[src/rtl/pll_dyn_cfg_master.sv]
// Serial configuration master for the PLL_B dynamic-config port with PLL reset and lock supervision.
// Latency: CFG_WIDTH*2*SCLK_DIV shift + 2*SCLK_DIV latch + RST_CYCLES reset + up to LOCK_TIMEOUT lock wait.
// Backpressure: START is only accepted while idle (BUSY=0, DONE=0); requests at other times are dropped.
`timescale 1ns/1ps
module pll_dyn_cfg_master #(
    parameter int CFG_WIDTH    = 24,
    parameter int SCLK_DIV     = 4,
    parameter int RST_CYCLES   = 16,
    parameter int LOCK_TIMEOUT = 65535
) (
    input  logic                 CLK,
    input  logic                 RESET_N,
    input  logic                 START,
    input  logic [CFG_WIDTH-1:0] CFG_DATA,
    output logic                 BUSY,
    output logic                 DONE,
    output logic                 TIMEOUT,
    output logic [CFG_WIDTH-1:0] RDBACK,
    output logic                 PLL_SCLK,
    output logic                 PLL_SDI,
    output logic                 PLL_LATCH,
    output logic                 PLL_RESET_N,
    input  logic                 PLL_SDO,
    input  logic                 PLL_LOCK
);
    localparam int BIT_PERIOD = 2 * SCLK_DIV;
    localparam int CNT_MAX = (LOCK_TIMEOUT > RST_CYCLES)
                           ? ((LOCK_TIMEOUT > BIT_PERIOD) ? LOCK_TIMEOUT : BIT_PERIOD)
                           : ((RST_CYCLES > BIT_PERIOD) ? RST_CYCLES : BIT_PERIOD);
    localparam int CNT_W = $clog2(CNT_MAX) + 1;
    localparam int BIT_W = $clog2(CFG_WIDTH) + 1;

    typedef enum logic [2:0] {
        S_IDLE, S_SHIFT, S_LATCH, S_PRST, S_WAIT_LOCK, S_FINISH
    } state_t;

    state_t               state_q, state_d;
    logic [CNT_W-1:0]     cnt_q, cnt_d;
    logic [BIT_W-1:0]     bit_q, bit_d;
    logic [CFG_WIDTH-1:0] shreg_q, shreg_d, shifted;
    logic [CFG_WIDTH-1:0] rdback_q, rdback_d;
    logic                 sdi_q, sdi_d;
    logic                 timeout_q, timeout_d;
    logic                 lock_meta_q, lock_meta_d, lock_s_q, lock_s_d;
    logic                 sclk_q, sclk_d, latch_q, latch_d, prst_n_q, prst_n_d;
    logic                 busy_q, busy_d, done_q, done_d;

    always_ff @(posedge CLK or negedge RESET_N) begin
        if (!RESET_N) begin
            state_q     <= S_IDLE;
            cnt_q       <= '0;
            bit_q       <= '0;
            shreg_q     <= '0;
            rdback_q    <= '0;
            sdi_q       <= 1'b0;
            timeout_q   <= 1'b0;
            lock_meta_q <= 1'b0;
            lock_s_q    <= 1'b0;
            sclk_q      <= 1'b0;
            latch_q     <= 1'b0;
            prst_n_q    <= 1'b1;
            busy_q      <= 1'b0;
            done_q      <= 1'b0;
        end else begin
            state_q     <= state_d;
            cnt_q       <= cnt_d;
            bit_q       <= bit_d;
            shreg_q     <= shreg_d;
            rdback_q    <= rdback_d;
            sdi_q       <= sdi_d;
            timeout_q   <= timeout_d;
            lock_meta_q <= lock_meta_d;
            lock_s_q    <= lock_s_d;
            sclk_q      <= sclk_d;
            latch_q     <= latch_d;
            prst_n_q    <= prst_n_d;
            busy_q      <= busy_d;
            done_q      <= done_d;
        end
    end

    always_comb begin
        state_d     = state_q;
        cnt_d       = cnt_q;
        bit_d       = bit_q;
        shreg_d     = shreg_q;
        rdback_d    = rdback_q;
        sdi_d       = sdi_q;
        timeout_d   = timeout_q;
        lock_meta_d = PLL_LOCK;
        lock_s_d    = lock_meta_q;
        shifted     = shreg_q << 1;
        case (state_q)
            S_IDLE: begin
                if (START) begin
                    state_d   = S_SHIFT;
                    cnt_d     = '0;
                    bit_d     = '0;
                    shreg_d   = CFG_DATA;
                    sdi_d     = CFG_DATA[CFG_WIDTH-1];
                    rdback_d  = '0;
                    timeout_d = 1'b0;
                end
            end
            S_SHIFT: begin
                // SDO is sampled in the first high-phase cycle of each bit
                if (cnt_q == CNT_W'(SCLK_DIV))
                    rdback_d = (rdback_q << 1) | CFG_WIDTH'(PLL_SDO);
                if (cnt_q == CNT_W'(BIT_PERIOD - 1)) begin
                    cnt_d = '0;
                    if (bit_q == BIT_W'(CFG_WIDTH - 1)) begin
                        state_d = S_LATCH;
                    end else begin
                        bit_d   = bit_q + BIT_W'(1);
                        shreg_d = shifted;
                        sdi_d   = shifted[CFG_WIDTH-1];
                    end
                end else begin
                    cnt_d = cnt_q + CNT_W'(1);
                end
            end
            S_LATCH: begin
                if (cnt_q == CNT_W'(BIT_PERIOD - 1)) begin
                    cnt_d   = '0;
                    state_d = S_PRST;
                end else begin
                    cnt_d = cnt_q + CNT_W'(1);
                end
            end
            S_PRST: begin
                if (cnt_q == CNT_W'(RST_CYCLES - 1)) begin
                    cnt_d   = '0;
                    state_d = S_WAIT_LOCK;
                end else begin
                    cnt_d = cnt_q + CNT_W'(1);
                end
            end
            S_WAIT_LOCK: begin
                // lock wins over timeout when both happen on the final count
                if (lock_s_q) begin
                    cnt_d   = '0;
                    state_d = S_FINISH;
                end else if (cnt_q == CNT_W'(LOCK_TIMEOUT - 1)) begin
                    cnt_d     = '0;
                    timeout_d = 1'b1;
                    state_d   = S_FINISH;
                end else begin
                    cnt_d = cnt_q + CNT_W'(1);
                end
            end
            S_FINISH: state_d = S_IDLE;
            default:  state_d = S_IDLE;
        endcase
    end

    // Pin outputs are decoded from the next state so every PLL-facing signal is a clean flop output.
    always_comb begin
        sclk_d   = (state_d == S_SHIFT) && (cnt_d >= CNT_W'(SCLK_DIV));
        latch_d  = (state_d == S_LATCH);
        prst_n_d = (state_d != S_PRST);
        busy_d   = (state_d == S_SHIFT) || (state_d == S_LATCH) ||
                   (state_d == S_PRST)  || (state_d == S_WAIT_LOCK);
        done_d   = (state_d == S_FINISH);
    end

    assign BUSY        = busy_q;
    assign DONE        = done_q;
    assign TIMEOUT     = timeout_q;
    assign RDBACK      = rdback_q;
    assign PLL_SCLK    = sclk_q;
    assign PLL_SDI     = sdi_q;
    assign PLL_LATCH   = latch_q;
    assign PLL_RESET_N = prst_n_q;
endmodule

[config.mk]
export PLATFORM = sky130hd
export DESIGN_NAME = pll_dyn_cfg_master
export DESIGN_NICKNAME = d
export VERILOG_FILES = /design/src/rtl/pll_dyn_cfg_master.sv
export SDC_FILE = /design/constraint.sdc
export NUM_CORES = 1
export LEC_CHECK = 0
export CORE_ASPECT_RATIO = 0.6
export CORE_MARGIN = 1.5
export CORE_UTILIZATION = 48
export CTS_CLUSTER_DIAMETER = 120
export CTS_CLUSTER_SIZE = 12
export DETAILED_ROUTE_END_ITERATION = 12
export PLACE_DENSITY_LB_ADDON = 0.08
export SLEW_MARGIN = 20
export SYNTH_ARGS = -nofsm -noshare
export SYNTH_HDL_FRONTEND = slang
export SYNTH_SLANG_ARGS = --single-unit
[constraint.sdc]
create_clock -name CLK -period 2.75 [get_ports CLK]
set_input_delay 0.55 -clock CLK [delete_from_list [all_inputs] [get_ports CLK]]
set_output_delay 0.55 -clock CLK [all_outputs]
set_load 0.02 [all_outputs]
==> metrics <==
CTS tree built; Skew-Pair Late Insertion Delay 0.34 ns; Yosys reg bits 82; Pre-antenna DRT Iters 5; clk slew on worst S/H paths 0.07 ns; Hold Worst Slack 0.318 ns; Leak 2.59 nW; most frequent cells in the layout nand2_1 (94), dfrtp_1 (81), o21ai_0 (69), clkdlybuf4s50_1 (58), buf_4 (43); Core Footprint 0.00849 mm²; Critical Setup Path Class reg -> reg; GRT Residual Overflow 0; CTS Sinks 82; CP max stage delay 0.52 ns; Post-Route Skew 0.00872 ns; Die Area 0.00932 mm²; Worst setup EP type flop; total CTS buffers 9; global-route wire length before repair 16,900 µm; max capacitance violation total 0; routed vias 3,655; clock root cell clkbuf_16; hpwl dp 7510 µm; Die X 124 µm; initial core utilization 0.494; post-synth top area share 0.483; WL/cell 16.8 µm; Startpoint Class flop; Cell Pwr Density 648 mW/mm²; Overall Global Routing Usage 0.244; hold_buf cts 0; clk buf depth 2; initial DRC count 394; Tot Pwr 3.54 mW; Fmax 0.366 GHz; Syn Area/Cell 9.42 µm²; slew margin rel. 0.409; Cell Rows 26; drt drc 0; Worst path slowest cell or4_4; synthesized net count 478; Peak VDD IR 0.324 mV; final setup fails 0; most common cell after layout, fill and taps aside nand2_1; fin. max-slew vios 0; # port buffers 59; Die Ht 75.4 µm; largest net degree at the start of global routing 71; Synth area leader dfrtp_1; pre-CTS setup slack 0.0452 ns; register area share after synthesis 0.490; number of diodes 0; prevailing post-synth register cell dfrtp_1; Syn Std Cell Area 0.00419 mm²; WL final 10,800 µm; Tightest Pin Transition 0.887 ns; Synth warnings 0; Area Growth Syn to Fin 30.4%; # nets final 560; Critical Path RT 2.96 ns; top post-synthesis cells by area dfrtp_1 (48%), nand2_1 (8.4%), o21ai_0 (8.2%); setup TNS 0 ns; min Tclk post-route 2.73 ns; Worst Path Max Fanout 9; Cells after Synth 445; Yosys cell types 61; fin util 0.644; worst hold path class in -> async; initial antenna violation count 0; layout cells sized above 1 0.160; final hold viol count 0; vias in the first global route 3,157; Tcrit/Tclk final 0.993; worst path cell trace or4_4 > nor3_4 > buf_4 > a31oi_4 > o41ai_1 > o21ai_0 > nor4_2 > a31oi_1; worst endpoint data arrival time 2.94 ns; io pins 60; final setup margin 0.0200 ns; outcome finished clean; Post-DRT Antenna Nets 0; gp weighted congestion 1.00; vias per cell 5.68; number of synthesized flops with an enable pin 0; Post-synth ARST share 1.00; htree depth 3
## synth_stat cells (4+ instances only)
cell	number
ha_1	4
a31oi_1	4
o31ai_1	7
nor2b_1	4
nand3_1	10
xor2_1	6
buf_2	10
dfrtp_1	81
nor2_1	21
nor4_1	5
nand2_1	94
or2_2	4
inv_1	8
mux2i_1	25
o21ai_0	69
or3_1	4
nand4_1	8
clkbuf_1	15
## critical path: cells and delay by family (launching register included)
kind                   cells  cell delay, ns
and+or+nand+nor            3            1.10
AOI/OAI and AO/OA          4            0.88
buffers and inverters      1            0.17
DFF                        1            0.45
## cell families (layout without fill, tap and decap cells)
logic type	after synthesis	count (layout)	share of synthesized area
AOI/OAI and AO/OA	104	104	0.152
xor gates and xnor gates	9	9	0.0188
adders and majority gates	4	4	0.0119
buffers and inverters	39	126	0.0480
DFF	82	82	0.490
muxes	25	25	0.0597
and+or+nand+nor	182	182	0.220
## sequential cells by signal (all words and copies together) (netlist names), 3 cells and up
signal / cells
RDBACK: 24
shreg_q: 23
cnt_q: 17
bit_q: 6
state_q: 3
## cell type report
| type | instances | area, µm² |
|---|---|---|
| Clock buffer | 12 | 256 |
| Timing Repair Buffer | 102 | 923 |
| Fill cell | 683 | 3020 |
| Multi-Input combinational cell | 324 | 1990 |
| Sequential cell | 82 | 2050 |
| Inverter | 8 | 30.0 |
| Tap cell | 112 | 140 |
| Clock inverter | 4 | 73.8 |
## final timing paths
path                       slack [ns]    endpoint  depth (start not counted)        start
setup / recovery                 0.02    PLL_SCLK                          8    cnt_q[14]
hold / removal                   0.32    cnt_q[7]                          1      RESET_N
setup reg to reg                 0.02    PLL_SCLK                          8    cnt_q[14]
hold reg to reg                  0.36    lock_s_q                          0  lock_meta_q
max in group asynchronous        1.74  shreg_q[0]                          2      RESET_N
min in group CLK                 0.36    lock_s_q                          0  lock_meta_q
## metal layers
layer	wire [µm]	track usage
met4	131	0.0677
met5	0	0
met3	1170	0.0778
met2	4320	0.312
met1	5170	0.385
## what timing repair did
| item | 4_1_cts | 5_1_grt |
|---|---|---|
| endpoints found under the setup margin | 0 | 8 |
| resized for setup | 0 | 6 |
| setup buffers | 0 | 5 |
## power by group
part / internal (mW) / total (mW) / switching (mW) / leakage, nW
Sequential: 1.33 / 1.49 / 0.156 / 0.967
Combinational: 0.317 / 0.716 / 0.399 / 1.46
Clock: 0.846 / 1.34 / 0.492 / 0.163
Total: 2.50 / 3.54 / 1.05 / 2.59
## per-stage QoR
step / cells / instance area, µm²
final: 644 / 5470
after global routing: 644 / 5470
after CTS: 639 / 5380
after detailed placement: 623 / 5050
after global placement: 623 / 5050
after floorplan: 445 / 4190
No activity file was read; power rests on OpenSTA's default activity.
